### config.mk
export PLATFORM = sky130hd
export DESIGN_NAME = param_updown_counter
export DESIGN_NICKNAME = d
export VERILOG_FILES = /design/src/rtl/counter_pkg.sv /design/src/rtl/tick_prescaler.sv /design/src/rtl/param_updown_counter.sv
export SDC_FILE = /design/constraint.sdc
export NUM_CORES = 1
export LEC_CHECK = 0
export ABC_AREA = 0
export ABC_CLOCK_PERIOD_IN_PS = 1500
export BUFFER_PORTS_ARGS = -buffer_cell sky130_fd_sc_hd__buf_4
export CELL_PAD_IN_SITES_DETAIL_PLACEMENT = 0
export CELL_PAD_IN_SITES_GLOBAL_PLACEMENT = 1
export CORE_MARGIN = 2
export CORE_UTILIZATION = 28
export CTS_CLUSTER_SIZE = 25
export DETAILED_ROUTE_END_ITERATION = 12
export GPL_ROUTABILITY_DRIVEN = 1
export MAX_ROUTING_LAYER = met4
export PLACE_DENSITY = 0.74
export REMOVE_ABC_BUFFERS = 1
export SYNTH_ARGS = -nofsm -noshare
export SYNTH_HDL_FRONTEND = slang
export SYNTH_HIERARCHICAL = 1
export SYNTH_SLANG_ARGS = --single-unit
### constraint.sdc
create_clock -name clk -period 1.5 [get_ports clk]
set_clock_uncertainty 0.1 [all_clocks]
set_input_delay 0.075 -clock clk [delete_from_list [all_inputs] [get_ports clk]]
set_output_delay 0.075 -clock clk [all_outputs]
set_load 0.01 [all_outputs]
### src/rtl/counter_pkg.sv
// Shared constants and helpers for param_updown_counter and its prescaler.
package counter_pkg;

    // Direction encoding on the dir input.
    localparam logic DIR_UP   = 1'b1;
    localparam logic DIR_DOWN = 1'b0;

    // Ceiling log2. Returns 0 for values of 0 or 1.
    function automatic int clog2(input int value);
        int result = 0;
        for (int v = value - 1; v > 0; v = v >> 1) begin
            result++;
        end
        return result;
    endfunction

    // Prescaler counter width. Never less than one bit.
    function automatic int prescale_width(input int prescale);
        return (clog2(prescale) < 1) ? 1 : clog2(prescale);
    endfunction

endpackage

### src/rtl/tick_prescaler.sv
// Divides enabled cycles by PRESCALE and produces a one-cycle tick.
// With PRESCALE==1 the tick is just en, and no counter is built.
module tick_prescaler
    import counter_pkg::*;
#(
    parameter int PRESCALE = 1
) (
    input  logic clk,
    input  logic rst,
    input  logic en,
    input  logic clr,
    output logic tick
);

    generate
        if (PRESCALE == 1) begin : g_bypass
            // Every enabled cycle is a tick; clk, rst and clr are not needed here.
            logic unused_inputs;
            assign unused_inputs = ^{clk, rst, clr};
            assign tick = en;
        end else begin : g_divide
            localparam int CNT_W = prescale_width(PRESCALE);
            localparam logic [CNT_W-1:0] LAST = CNT_W'(PRESCALE - 1);

            logic [CNT_W-1:0] cnt;

            // Phase counter: cleared by reset or load, frozen while en is low.
            always_ff @(posedge clk) begin
                if (rst || clr) begin
                    cnt <= '0;
                end else if (en) begin
                    if (cnt == LAST) begin
                        cnt <= '0;
                    end else begin
                        cnt <= cnt + 1'b1;
                    end
                end
            end

            // Tick marks the enabled cycle on which the phase counter rolls over.
            assign tick = en && (cnt == LAST);
        end
    endgenerate

endmodule

### src/rtl/param_updown_counter.sv
// Parametrised up/down modulo counter with enable, clamped parallel load,
// clock prescaler, terminal-count and wrap flags.
// Build option: define PARAM_UPDOWN_COUNTER_SATURATE_EN to make the count
// saturate at 0 / MAX_COUNT instead of wrapping; wrap is then always 0.
module param_updown_counter
    import counter_pkg::*;
#(
    parameter int WIDTH     = 4,
    parameter int MAX_COUNT = 15,
    parameter int RESET_VAL = 0,
    parameter int PRESCALE  = 1
) (
    input  logic             clk,
    input  logic             rst,
    input  logic             en,
    input  logic             dir,
    input  logic             load,
    input  logic [WIDTH-1:0] load_val,
    output logic [WIDTH-1:0] q,
    output logic             tc,
    output logic             wrap
);

    localparam logic [WIDTH-1:0] MAX_Q = WIDTH'(MAX_COUNT);
    localparam logic [WIDTH-1:0] RST_Q = WIDTH'(RESET_VAL);
    // One extra bit so the clamp compare is never trivially constant when
    // MAX_COUNT is the all-ones value of WIDTH.
    localparam logic [WIDTH:0]   MAX_X = (WIDTH + 1)'(MAX_COUNT);

    logic             tick;
    logic             at_max;
    logic             at_zero;
    logic [WIDTH-1:0] load_q;
    logic [WIDTH-1:0] step_q;
    logic             step_wrap;

    // Load clears the prescaler so a loaded value always gets a full period.
    tick_prescaler #(
        .PRESCALE (PRESCALE)
    ) u_prescaler (
        .clk  (clk),
        .rst  (rst),
        .en   (en),
        .clr  (load),
        .tick (tick)
    );

    assign at_max  = (q == MAX_Q);
    assign at_zero = (q == '0);

    // Terminal count looks at the end the counter is currently heading for.
    assign tc = (dir == DIR_UP) ? at_max : at_zero;

    // Out-of-range load values are clamped to MAX_COUNT.
    always_comb begin
        load_q = load_val;
        if ({1'b0, load_val} > MAX_X) begin
            load_q = MAX_Q;
        end
    end

    // Next value for a counting step, and whether that step crosses the boundary.
    always_comb begin
        step_q    = q;
        step_wrap = 1'b0;
        if (dir == DIR_UP) begin
            if (at_max) begin
`ifdef PARAM_UPDOWN_COUNTER_SATURATE_EN
                step_q    = q;
`else
                step_q    = '0;
                step_wrap = 1'b1;
`endif
            end else begin
                step_q = q + 1'b1;
            end
        end else begin
            if (at_zero) begin
`ifdef PARAM_UPDOWN_COUNTER_SATURATE_EN
                step_q    = q;
`else
                step_q    = MAX_Q;
                step_wrap = 1'b1;
`endif
            end else begin
                step_q = q - 1'b1;
            end
        end
    end

    // Count register: reset beats load, load beats a step, otherwise hold.
    always_ff @(posedge clk) begin
        if (rst) begin
            q <= RST_Q;
        end else if (load) begin
            q <= load_q;
        end else if (en && tick) begin
            q <= step_q;
        end
    end

`ifdef PARAM_UPDOWN_COUNTER_SATURATE_EN
    // Saturating counts never wrap.
    logic unused_step_wrap;
    assign unused_step_wrap = step_wrap;
    assign wrap = 1'b0;
`else
    // Wrap pulse: high for exactly the cycle after a boundary-crossing step.
    always_ff @(posedge clk) begin
        if (rst || load) begin
            wrap <= 1'b0;
        end else begin
            wrap <= en && tick && step_wrap;
        end
    end
`endif

endmodule

Yosys cells after proc, flatten, opt, wreduce, memory -nomap -nowiden --
Cells that the tools add are included.
Word-level totals: register bits after elaboration 5, bits of input ports 9, output and inout bits 6, word-level logic and storage cells 18
Operators by class: add/subtract/negate cells 2, equal/unequal tests 1, muxes and demuxes 9, reductions and logical operators 4
Operators with widths (count):
- 2-to-1 mux 4 bit | 5
- adder 4 x 1 -> 4 bit, second input constant | 1
- equality test 4 bit, second input constant | 1
- zero test 4 bit | 1
- 2-to-1 mux 1 bit | 4
- subtractor 4 x 1 -> 4 bit, second input constant | 1
- nonzero test 2 bit | 1
- logical AND 1 bit | 1
- logical OR 1 bit | 1

Longest topological paths before layout --
Gate-level depths: netlist of run 1.
depth in word-level cells 5, mapped depth 6, mapped depth without buffers 6

Hierarchy --
Netlist of run 1, hierarchy kept.
By module, submodules not included:
- param_updown_counter | instances 1, cells each 48, area an instance 384.1 um^2, sequential area each 100.1 um^2
- tick_prescaler | instances 1, cells each 1, area an instance 7.5 um^2, sequential area each 0.0 um^2

Least setup slack after synthesis of run 1 --
OpenSTA, ideal clock, no wires.
kind register to register, from reg q[0], to reg q[1], setup time 0.086 ns, arrival 1.352 ns, required time 1.314 ns, setup slack -0.038 ns, stages on the path, launching flop included 7, path buffers 0, clock period less this slack 1.538 ns, cell sequence dfxtp_1 > inv_1 > ha_1 > xor2_1 > nor2_1 > a21oi_1 > a211oi_1
Between the ends: longest elaborated chain between the ends 5, elaborated cells between the ends (all ways) 9, those cells by class add/sub (2); eq/ne (1); mux (5); reduce/logical (1)
RTL lines:
- start, declared | RTL line param_updown_counter.sv:19 | output logic [WIDTH-1:0] q,
- start signal, assigned | RTL line param_updown_counter.sv:96 | q <= load_q;
- start signal, assigned | RTL line param_updown_counter.sv:98 | q <= step_q;
- subtractor 4 x 1 -> 4 bit (tied with other cells) | RTL line param_updown_counter.sv:86 | step_q = q - 1'b1;
- 2-to-1 mux 4 bit (on tied branches) | RTL line param_updown_counter.sv:78, param_updown_counter.sv:67
- 2-to-1 mux 4 bit (*) | RTL line param_updown_counter.sv:66 | if (dir == DIR_UP) begin
- 2-to-1 mux 4 bit (*) | RTL line param_updown_counter.sv:97 | end else if (en && tick) begin
- 2-to-1 mux 4 bit (*) | RTL line param_updown_counter.sv:95 | end else if (load) begin
Mark *: on every way between the ends. The rest lies on a longest branch, timed or not. The select of a mux whose other input is x is not followed. A chain may end at the register's enable or synchronous reset.

Worst setup path in the final report of run 1 --
from reg q[0], to out tc
Between the ends: longest elaborated chain between the ends 2, elaborated cells between the ends (all ways) 3, those cells by class eq/ne (1); mux (1); reduce/logical (1)
RTL lines:
- equality test 4 bit / zero test 4 bit (equally long branches) | RTL line param_updown_counter.sv:48, param_updown_counter.sv:49
- 2-to-1 mux 1 bit (*) | RTL line param_updown_counter.sv:52 | assign tc = (dir == DIR_UP) ? at_max : at_zero;
- end, declared | RTL line param_updown_counter.sv:20 | output logic tc,
Mark *: on every way between the ends. The rest lies on a longest branch, timed or not.

==> results of run 1 <==
-- flip-flops by register name (all words and copies together) (netlist names) --
register  flops
q             4
wrap          1
-- cell type report --
class                      instances  area [sq um]
inverter                           4          15.0
tap                               15          18.8
fill                             142           674
clock buffer                       4          26.3
sequential                         5           103
timing repair buffer              26           203
multi-input combinational         36           262
-- placed cells by master, fill, tap and decap left out, drive strengths merged, types with 2 or more instances in the layout --
cell type    count
a21oi            4
a31oi            2
buf             23
clkbuf           4
dfxtp            5
dlygate4sd3      3
ha               2
inv              4
nand2            3
nor2             6
nor3             2
o21ai            3
-- metrics by stage --
stage | TNS (ps) | util
after floorplan | -103 | -
after global placement | 0 | 0.392
after detailed placement | 0 | 0.392
after CTS | -106 | 0.476
after global routing | -179 | 0.482
final | -90.1 | 0.482
-- per-layer routing --
metal  global-route usage  share of wire  vias to the layer above
met1                0.160           0.45                      200
met2                0.197           0.48                       14
met3               0.0696          0.067                        2
li1                     -              -                      230
met4               0.0581         0.0057                        0
met5                    -              0                        -
-- where the power goes --
part / switching, mW / internal (mW)
clock: 0.0602 / 0.101
sequential: 0.00904 / 0.143
combinational: 0.0730 / 0.0925
total: 0.142 / 0.337
-- worst register-to-register path: stages, from the launching register on --
cell and delay (ps):
dfxtp_2 320, inv_2 70, ha_4 120, or3b_4 380, buf_4 140, a21oi_2 120, nor3_2 50, o22ai_1 100
-- synthesized netlist by cell type --
| cell type | instances | area [sq um] |
|---|---|---|
| buf_6 | 2 | 22.5 |
| a21oi_2 | 1 | 8.76 |
| mux2i_1 | 1 | 10.0 |
| a311oi_1 | 1 | 8.76 |
| buf_4 | 1 | 7.51 |
| nor3_1 | 2 | 10.0 |
| a21oi_1 | 3 | 15.0 |
| nand4_1 | 1 | 6.26 |
| nor2_1 | 6 | 22.5 |
| nand2_1 | 3 | 11.3 |
| or3b_4 | 1 | 11.3 |
| o21ai_0 | 2 | 10.0 |
| xor2_1 | 1 | 8.76 |
| o21ba_2 | 1 | 10.0 |
| o221ai_1 | 1 | 8.76 |
| a211o_1 | 1 | 8.76 |
| a31oi_1 | 2 | 12.5 |
| ha_1 | 2 | 25.0 |
| inv_1 | 4 | 15.0 |
| and3b_1 | 1 | 8.76 |
| a221o_1 | 1 | 10.0 |
| o21ai_2 | 1 | 8.76 |
| and3_1 | 1 | 6.26 |
| or3_1 | 1 | 6.26 |
| dfxtp_1 | 5 | 100 |
| o22ai_1 | 1 | 6.26 |
| a211oi_1 | 1 | 7.51 |
| buf_2 | 1 | 5.00 |
-- worst paths after layout --
path / startpoint / end / slack [ps]
setup / recovery: q[0] / tc / -90
setup reg to reg: q[0] / q[0] / 30
hold reg to reg: q[3] / q[3] / 530
hold / removal: load / q[0] / 30
-- kinds of logic (layout without fill, tap and decap cells) --
kind of cell	Yosys count	count (layout)	synth area share
compound gates	16	16	0.294
simple gates	16	16	0.211
buf+inv	8	34	0.128
flops	5	5	0.256
fa+ha+maj	2	2	0.0639
xor+xnor	1	1	0.0224
mux	1	1	0.0256
-- what timing repair did --
| action | CTS | global route |
|---|---|---|
| buffers inserted | 5 | 0 |
| pin swaps | 2 | 4 |
| hold buffers | 3 | 0 |
| resized for setup | 6 | 3 |
| setup endpoints to repair | 1 | 4 |
| endpoints found under the hold margin | 3 | 0 |
==> summary.txt, run 1 <==
Outcome
  – Status: finished, violations left
  – Failing checks: setup timing

Global route
  – Pin count of the biggest net entering global routing: 11
  – Vias in the first global route: 409
  – Initial antenna violation count: 0
  – First-pass GRT wire length: 1740 um
  – Total GRT Usage: 0.137
  – Total grt overflow: 0

Die
  – Core ar.: 1300 sq um
  – Die area: 1710 sq um
  – Starting Density: 0.301
  – Rows: 13
  – I/O pin count: 15
  – Die W: 41.4 um
  – Die height: 41.4 um

Critical path
  – Largest stage delay on the critical path: 380 ps
  – Worst endpoint required time: 1320 ps
  – Number of cells on the critical path: 5
  – WP buf/inv: 2
  – Cells along the critical path: inv_2 > ha_4 > or3b_4 > o21ai_2 > buf_4
  – Worst path top cell family by delay: simple AND/OR/NAND/NOR gates
  – Critical Path Start Type: flip-flop
  – WP data arrival: 1420 ps
  – Register-to-Register Path Depth: 7
  – Critical path capture point type: output port
  – Crit path max fanout: 2
  – Critical setup path kind: reg2out
  – Slowest cell on the critical path: or3b_4

Yosys
  – Syn_area_per_cell: 7.99 sq um
  – Seq/Total Area, Yosys: 0.256
  – Post-Synthesis Cells: 49
  – Synthesized cell area: 392 sq um
  – Synth Register Bits: 5
  – Synth warnings: 6
  – Post-synth cell types: 28

Clock network
  – Root buf cell: clkbuf_4
  – Num CTS Buffers: 3
  – Clock Latency Late Sink: 250 ps
  – H-tree level count: 1
  – Clock buffer depth: 2
  – Clock slew at reported path FFs: 40 ps
  – Sink Count: 5
  – TritonCTS clock tree: yes

Timing
  – Worst slew pin tran: 301 ps
  – Peak Freq: 629 MHz
  – Final setup vio count: 1
  – Fin worst setup slack: -90.1 ps
  – Final Cycle Share: 1.06
  – RSZ-0062 raised after global routing: true
  – Final Hold Violating Endpoints: 0
  – Fin crit period: 1590 ps
  – Final hold slack: 25.6 ps
  – Slew headroom: 0.799
  – Max-slew violation count: 0

Placed design
  – Area after DPL: 510 sq um
  – Pre-CTS setup slack: 22.1 ps
  – GP Congestion: 0.839
  – PortBufs: 14
  – Dpl hpwl: 702 um
  – Placed instance count: 78

Hold path
  – Hold depth: 3
  – Worst Hold Class: in2reg

Pwr
  – Total chip power: 0.479 mW
  – Maximum vdd drop: 0.383 mV
  – PD cells: 764 nW/um^2
  – P_leak: 0.287 nW

Cells and area
  – # diodes: 0
  – Design Area, Final: 627 sq um
  – Finished Layout Cells: 90
  – Layout cells sized above 1: 0.493
  – Final nets: 87
  – Area Overhead vs Synth: 60.1%

Detailed routing
  – Vias per cell: 4.96
  – Wire length per cell: 11.6 um
  – Violation count after the first detailed-route iteration: 2
  – WL final: 1050 um
  – DRT Pass-1 Iters: 2
  – Routed Antenna Nets: 0
  – Vias post-DR: 446
  – Residual DRC count: 0

Run
  – Max-cap violations: 0
No activity file was read; power rests on OpenSTA's default activity.
==> run 2: changes to the inputs <==
--- a/config.mk
+++ b/config.mk
@@ -5,18 +5,20 @@
 export SDC_FILE = /design/constraint.sdc
 export NUM_CORES = 1
 export LEC_CHECK = 0
-export ABC_AREA = 0
+export ABC_AREA = 1
 export ABC_CLOCK_PERIOD_IN_PS = 1500
 export BUFFER_PORTS_ARGS = -buffer_cell sky130_fd_sc_hd__buf_4
 export CELL_PAD_IN_SITES_DETAIL_PLACEMENT = 0
 export CELL_PAD_IN_SITES_GLOBAL_PLACEMENT = 1
 export CORE_MARGIN = 2
-export CORE_UTILIZATION = 28
+export CORE_UTILIZATION = 26
 export CTS_CLUSTER_SIZE = 25
 export DETAILED_ROUTE_END_ITERATION = 12
 export GPL_ROUTABILITY_DRIVEN = 1
+export GPL_TIMING_DRIVEN = 0
 export MAX_ROUTING_LAYER = met4
-export PLACE_DENSITY = 0.74
+export PLACE_DENSITY = 0.73
+export RECOVER_POWER = 50
 export REMOVE_ABC_BUFFERS = 1
 export SYNTH_ARGS = -nofsm -noshare
 export SYNTH_HDL_FRONTEND = slang
==> run 2 against run 1 <==
Compared with the run above:
- the flow now finishes without violations
- first-iteration DRC count grew 50%
- sequential cell count is the same
- clock power decreased by 6%
- global-route usage is 1.9 points lower
- utilization shrank 8.2 points
- die area up 7.2%
- worst hold slack got worse by 12 ps
- sequential power up 6%
- non-clock buffer count decreased by 8
- routed wire length shrank 8.2%
- register-to-register slack improved by 190 ps
- critical endpoint unchanged
- largest cell class unchanged
==> summary.txt, run 2 <==
Outcome
  – Status: completed (was finished, violations left)

Timing
  – Final setup vio count: 0 (was 1)
  – RSZ-0062 raised after global routing: false (was true)
  – Final hold slack: 14.1 ps (was 25.6 ps)
  – Peak Freq: 725 MHz (was 629 MHz)
  – Slew headroom: 0.830 (was 0.799)
  – Worst slew pin tran: 255 ps (was 301 ps)
  – Final Cycle Share: 0.920 (was 1.06)
  – Final Hold Violating Endpoints: 0 (unchanged)
  – Fin crit period: 1380 ps (was 1590 ps)
  – Max-slew violation count: 0 (unchanged)
  – Final setup TNS: 0 ps (was -90.1 ps)

Yosys
  – Yosys top cell area share: 0.255 (was 0.256)
  – Syn_area_per_cell: 6.34 sq um (was 7.99 sq um)
  – Post-synth EDFFs: 0 (unchanged)
  – Synthesized cell area: 393 sq um (was 392 sq um)
  – Seq/Total Area, Yosys: 0.255 (was 0.256)
  – Top cells by area, synth: dfxtp_1, nand2_1, nand3_1, ha_1, inv_1 (was dfxtp_1, ha_1, buf_6, nor2_1, a21oi_1)
  – Ys async rst share: 0 (unchanged)
  – Most frequent cells after synthesis: nand2_1, nand3_1, inv_1, dfxtp_1 (was nor2_1, dfxtp_1, inv_1, a21oi_1, nand2_1)
  – Post-Synthesis Cells: 62 (was 49)
  – Synth warnings: 6 (unchanged)
  – Most used DFF post-synth: dfxtp_1 (unchanged)
  – Post-synth cell types: 19 (was 28)
  – Most common cell in the netlist: nand2_1 (was nor2_1)
  – Largest area contributor in the netlist: dfxtp_1 (unchanged)
  – Synth Register Bits: 5 (unchanged)

Detailed routing
  – Vias per cell: 4.57 (was 4.96)
  – Violation count after the first detailed-route iteration: 3 (was 2)
  – WL final: 961 um (was 1050 um)
  – Residual DRC count: 0 (unchanged)
  – DRT Pass-1 Iters: 4 (was 2)
  – Vias post-DR: 448 (was 446)
  – Routed Antenna Nets: 0 (unchanged)
  – Wire length per cell: 9.81 um (was 11.6 um)

Critical path
  – Worst endpoint required time: 1320 ps (about the same)
  – FF-to-FF setup slack: 220 ps (was 30 ps)
  – Worst path top cell family by delay: flip-flops (was simple AND/OR/NAND/NOR gates)
  – Crit path max fanout: 7 (was 2)
  – Cells along the critical path: inv_1 > ha_4 > nand4_1 > nand2_1 > buf_4 (was inv_2 > ha_4 > or3b_4 > o21ai_2 > buf_4)
  – WP data arrival: 1200 ps (was 1420 ps)
  – Largest stage delay on the critical path: 360 ps (was 380 ps)
  – Slowest cell on the critical path: dfxtp_4 (was or3b_4)
  – Critical setup path kind: reg2out (unchanged)
  – Critical path capture point type: output port (unchanged)
  – WP buf/inv: 2 (unchanged)
  – Critical Path Start Type: flip-flop (unchanged)

Die
  – I/O pin count: 15 (unchanged)
  – Die W: 42.9 um (was 41.4 um)
  – Starting Density: 0.270 (was 0.301)
  – Core ar.: 1450 sq um (was 1300 sq um)
  – Rows: 14 (was 13)
  – Die area: 1840 sq um (was 1710 sq um)
  – Die height: 42.9 um (was 41.4 um)

Clock network
  – Sink Count: 5 (unchanged)
  – Clock buffer depth: 2 (unchanged)
  – Num CTS Buffers: 3 (unchanged)
  – Clock slew at reported path FFs: 40 ps (about the same)
  – TritonCTS clock tree: yes (unchanged)
  – H-tree level count: 1 (unchanged)
  – Root buf cell: clkbuf_4 (unchanged)
  – Clock Latency Late Sink: 240 ps (was 250 ps)

Cells and area
  – Most frequent cells in the layout: nand2_1, buf_4, nand3_1 (was buf_4, nor2_1)
  – Final nets: 94 (was 87)
  – # diodes: 0 (unchanged)
  – Most flop-heavy register: q (unchanged)
  – Final cell utilization of the core: 0.400 (was 0.482)
  – Layout cells sized above 1: 0.293 (was 0.493)
  – Max reg flops: 4 (unchanged)
  – Biggest registers after layout: q x4, wrap x1 (unchanged)
  – Design Area, Final: 582 sq um (was 627 sq um)
  – Area Overhead vs Synth: 48.1% (was 60.1%)
  – Commonest non-fill, non-tap cell in the layout: nand2_1 (was buf_4)

Pwr
  – Total chip power: 0.436 mW (was 0.479 mW)
  – PD cells: 750 nW/um^2 (was 764 nW/um^2)
  – P_leak: 0.269 nW (was 0.287 nW)
  – Maximum vdd drop: 0.593 mV (was 0.383 mV)

Placed design
  – GP Congestion: 0.697 (was 0.839)
  – Area after DPL: 499 sq um (was 510 sq um)
  – PortBufs: 14 (unchanged)
  – Dpl hpwl: 729 um (was 702 um)

Global route
  – Total grt overflow: 0 (unchanged)
  – First-pass GRT wire length: 1580 um (was 1740 um)
  – Initial antenna violation count: 0 (unchanged)
  – Pin count of the biggest net entering global routing: 10 (was 11)
  – Vias in the first global route: 380 (was 409)
  – Total GRT Usage: 0.118 (was 0.137)

Hold path
  – Worst Hold Class: in2reg (unchanged)

Run
  – Max-cap violations: 0 (unchanged)
[run 2: what timing repair did]
action | CTS | global route
gates resized for setup | 2 | 6
hold buffers | 3 | 1
setup endpoints to repair | 1 | 1
hold endpoints to repair | 5 | 1
pin swaps | 0 | 3
setup buffers | 0 | 0
[run 2: layout make-up]
| type | count | area [sq um] |
|---|---|---|
| sequential | 5 | 109 |
| multi-input combinational | 46 | 255 |
| fill | 178 | 872 |
| clock buffer | 4 | 26.3 |
| inverter | 9 | 33.8 |
| timing repair buffer | 18 | 138 |
| tap | 16 | 20.0 |
[run 2: worst paths after layout]
| kind | startpoint | to | depth (start not counted) |
|---|---|---|---|
| max | q[0] | tc | 5 |
| min | load_val[1] | q[1] | 3 |
| max reg2reg | q[1] | q[3] | 8 |
| min reg2reg | q[0] | q[0] | 2 |
[run 2: worst reg2reg max path, cell delays in order (launching register included)]
cell	delay, ps
dfxtp_4	390
inv_1	80
ha_4	170
a21oi_1	130
nand2_1	60
nand3_1	70
nand3_1	60
nand2_1	70
a21oi_2	50
[run 2: stage by stage]
step / setup WS (ps) / instances
after floorplan: 117 / 60
after global placement: 9.45 / 90
after detailed placement: 26.4 / 90
after CTS: 8.63 / 97
after global routing: 3.71 / 98
final: 120 / 98
[run 2: cells by family after synthesis]
kind of cell	after synthesis	synth area share
buffers and inverters	11	0.134
AND/OR/NAND/NOR	36	0.408
adder cells (fa/ha/maj)	2	0.0637
AO/OA/AOI/OAI	6	0.0955
flip-flops	5	0.255
XOR/XNOR	2	0.0446
[run 2: metal layers]
layer / wire length (um) / global-route usage
met5: 0 / -
met4: 0 / 0.0188
met3: 41 / 0.0511
met2: 432 / 0.182
met1: 486 / 0.147
[run 2: power by group]
group	internal [mW]	total, mW	switching [mW]
clock network	0.100	0.151	0.0506
registers	0.142	0.161	0.0196
logic	0.0649	0.124	0.0593
total	0.307	0.436	0.129
==> run 3: changes to the inputs <==
--- a/config.mk
+++ b/config.mk
@@ -18,7 +18,6 @@
 export GPL_TIMING_DRIVEN = 0
 export MAX_ROUTING_LAYER = met4
 export PLACE_DENSITY = 0.73
-export RECOVER_POWER = 50
 export REMOVE_ABC_BUFFERS = 1
 export SYNTH_ARGS = -nofsm -noshare
 export SYNTH_HDL_FRONTEND = slang
==> run 3 against run 2 <==
Compared with the run above:
- setup slack better by 0.53 ps
- clock power is essentially flat
- utilization increased by 0.52 points
- global-route usage unchanged
- sequential power hardly changed
- register-to-register slack barely moved
- critical path depth stayed put
- sequential cell count did not move
- maximum frequency is essentially flat
- largest power group unchanged
- highest routed layer unchanged
==> summary.txt, run 3 (same netlist as run 2, synthesis figures left out) <==
Timing
  – Peak Freq: 725 MHz (about the same)
  – Max-slew violation count: 0 (unchanged)
  – Worst slew pin tran: 263 ps (was 255 ps)
  – Final setup TNS: 0 ps (unchanged)
  – Final Cycle Share: 0.919 (was 0.920)
  – Final Hold Violating Endpoints: 0 (unchanged)
  – Fin crit period: 1380 ps (about the same)
  – RSZ-0062 raised after global routing: false (unchanged)
  – Slew headroom: 0.825 (was 0.830)
  – Final setup vio count: 0 (unchanged)

Cells and area
  – Area Overhead vs Synth: 50.0% (was 48.1%)
  – Most frequent cells in the layout: nand2_1, buf_4, nand3_1 (unchanged)
  – Max reg flops: 4 (unchanged)
  – Filler instances: 176 (was 178)
  – Layout cells sized above 1: 0.317 (was 0.293)
  – Multi-input gate area: 255 sq um (unchanged)
  – Biggest registers after layout: q x4, wrap x1 (unchanged)
  – # diodes: 0 (unchanged)
  – Register area: 109 sq um (unchanged)
  – Commonest non-fill, non-tap cell in the layout: nand2_1 (unchanged)
  – Most flop-heavy register: q (unchanged)
  – Final nets: 94 (unchanged)
  – Design Area, Final: 589 sq um (was 582 sq um)

Outcome
  – Status: completed (unchanged)

Placed design
  – GP Congestion: 0.697 (unchanged)
  – Area after DPL: 499 sq um (unchanged)
  – PortBufs: 14 (unchanged)
  – Dpl hpwl: 729 um (unchanged)

Pwr
  – P_leak: 0.278 nW (was 0.269 nW)
  – PD cells: 744 nW/um^2 (was 750 nW/um^2)
  – Maximum vdd drop: 0.594 mV (was 0.593 mV)

Critical path
  – Critical setup path kind: reg2out (unchanged)
  – Critical path capture point type: output port (unchanged)
  – Cells along the critical path: inv_1 > ha_4 > nand4_1 > nand2_1 > buf_4 (unchanged)
  – Critical Path Start Type: flip-flop (unchanged)
  – Worst endpoint required time: 1320 ps (about the same)
  – Largest stage delay on the critical path: 360 ps (about the same)
  – Crit path max fanout: 7 (unchanged)
  – WP buf/inv: 2 (unchanged)
  – Slowest cell on the critical path: dfxtp_4 (unchanged)
  – WP data arrival: 1200 ps (about the same)
  – Worst path top cell family by delay: flip-flops (unchanged)

Clock network
  – Sink Count: 5 (unchanged)
  – Setup bufs post-CTS: 0 (unchanged)
  – Clock slew at reported path FFs: 40 ps (about the same)
  – Root buf cell: clkbuf_4 (unchanged)
  – H-tree level count: 1 (unchanged)
  – Clock buffer depth: 2 (unchanged)
  – Num CTS Buffers: 3 (unchanged)
  – TritonCTS clock tree: yes (unchanged)
  – Clock Latency Late Sink: 240 ps (about the same)

Global route
  – Pin count of the biggest net entering global routing: 10 (unchanged)
  – Initial antenna violation count: 0 (unchanged)
  – Total GRT Usage: 0.118 (unchanged)
  – First-pass GRT wire length: 1580 um (unchanged)
  – Total grt overflow: 0 (unchanged)
  – Vias in the first global route: 380 (unchanged)

Detailed routing
  – Routed Antenna Nets: 0 (unchanged)
  – DRT Pass-1 Iters: 4 (unchanged)
  – Vias post-DR: 448 (unchanged)
  – Residual DRC count: 0 (unchanged)
  – WL final: 966 um (was 961 um)
  – Violation count after the first detailed-route iteration: 3 (unchanged)
  – Vias per cell: 4.57 (unchanged)
  – Wire length per cell: 9.86 um (was 9.81 um)

Hold path
  – Worst Hold Class: in2reg (unchanged)

Die
  – Die area: 1840 sq um (unchanged)
  – Die height: 42.9 um (unchanged)
  – Starting Density: 0.270 (unchanged)
  – Core ar.: 1450 sq um (unchanged)
  – Rows: 14 (unchanged)
  – Die W: 42.9 um (unchanged)
  – I/O pin count: 15 (unchanged)

Run
  – Max-cap violations: 0 (unchanged)
## run 3: cell types whose count changed in the layout (fill, tap and decap cells not counted), sizes merged
cell    delta
buf        +2
clkbuf     -2
## run 3: path summary, 6_finish.rpt
| kind | start | to | slack [ps] | depth (start not counted) |
|---|---|---|---|---|
| hold / removal | load_val[1] | q[1] | 10 | 3 |
| setup reg to reg | q[1] | q[3] | 220 | 8 |
| setup / recovery | q[0] | tc | 120 | 5 |
| hold reg to reg | q[0] | q[0] | 430 | 2 |
## run 3: cell type report
type | count | area share
flip-flops and latches | 5 | 0.185
repair buffers | 18 | 0.246
clock buffers | 4 | 0.0446
well taps | 16 | 0.0340
multi-input cells | 46 | 0.433
inverters | 9 | 0.0573
## run 3: tightest hold or removal path, delay by kind of cell
family,cells,cell delay (ps)
AO/OA/AOI/OAI,1,80
AND/OR/NAND/NOR,1,50
buffers and inverters,1,110
## run 3: power breakdown
| part | total, mW | internal (mW) | switching [mW] |
|---|---|---|---|
| logic | 0.126 | 0.0669 | 0.0594 |
| clock network | 0.151 | 0.100 | 0.0507 |
| registers | 0.161 | 0.142 | 0.0197 |
| total | 0.439 | 0.309 | 0.130 |
## run 3: what timing repair did
item | in CTS | in global routing
gates resized for setup | 2 | 6
gates cloned | 0 | 0
hold buffers | 3 | 1
setup endpoints to repair | 1 | 1
endpoints found under the hold margin | 5 | 1
pin swaps | 0 | 3
## run 3: metal layers
| metal | wire length [um] | vias to the layer above | global-route usage |
|---|---|---|---|
| met1 | 488 | 195 | 0.147 |
| met3 | 38 | 0 | 0.0511 |
| met4 | 0 | 0 | 0.0188 |
| met5 | 0 | - | - |
| met2 | 439 | 12 | 0.182 |
| li1 | - | 241 | - |
## run 3: per-stage QoR
stage | worst slack, ps | hold slack, ps | util | cells | total power [mW]
floorplan | 117 | 37.4 | - | 60 | 0.223
global placement | 9.45 | 176 | 0.343 | 90 | 0.276
detailed placement | 26.4 | 176 | 0.343 | 90 | 0.276
CTS | 8.63 | 3.73 | 0.384 | 97 | 0.437
global route | 3.81 | 15.5 | 0.405 | 98 | 0.478
finish | 121 | 12.5 | 0.405 | 98 | 0.439
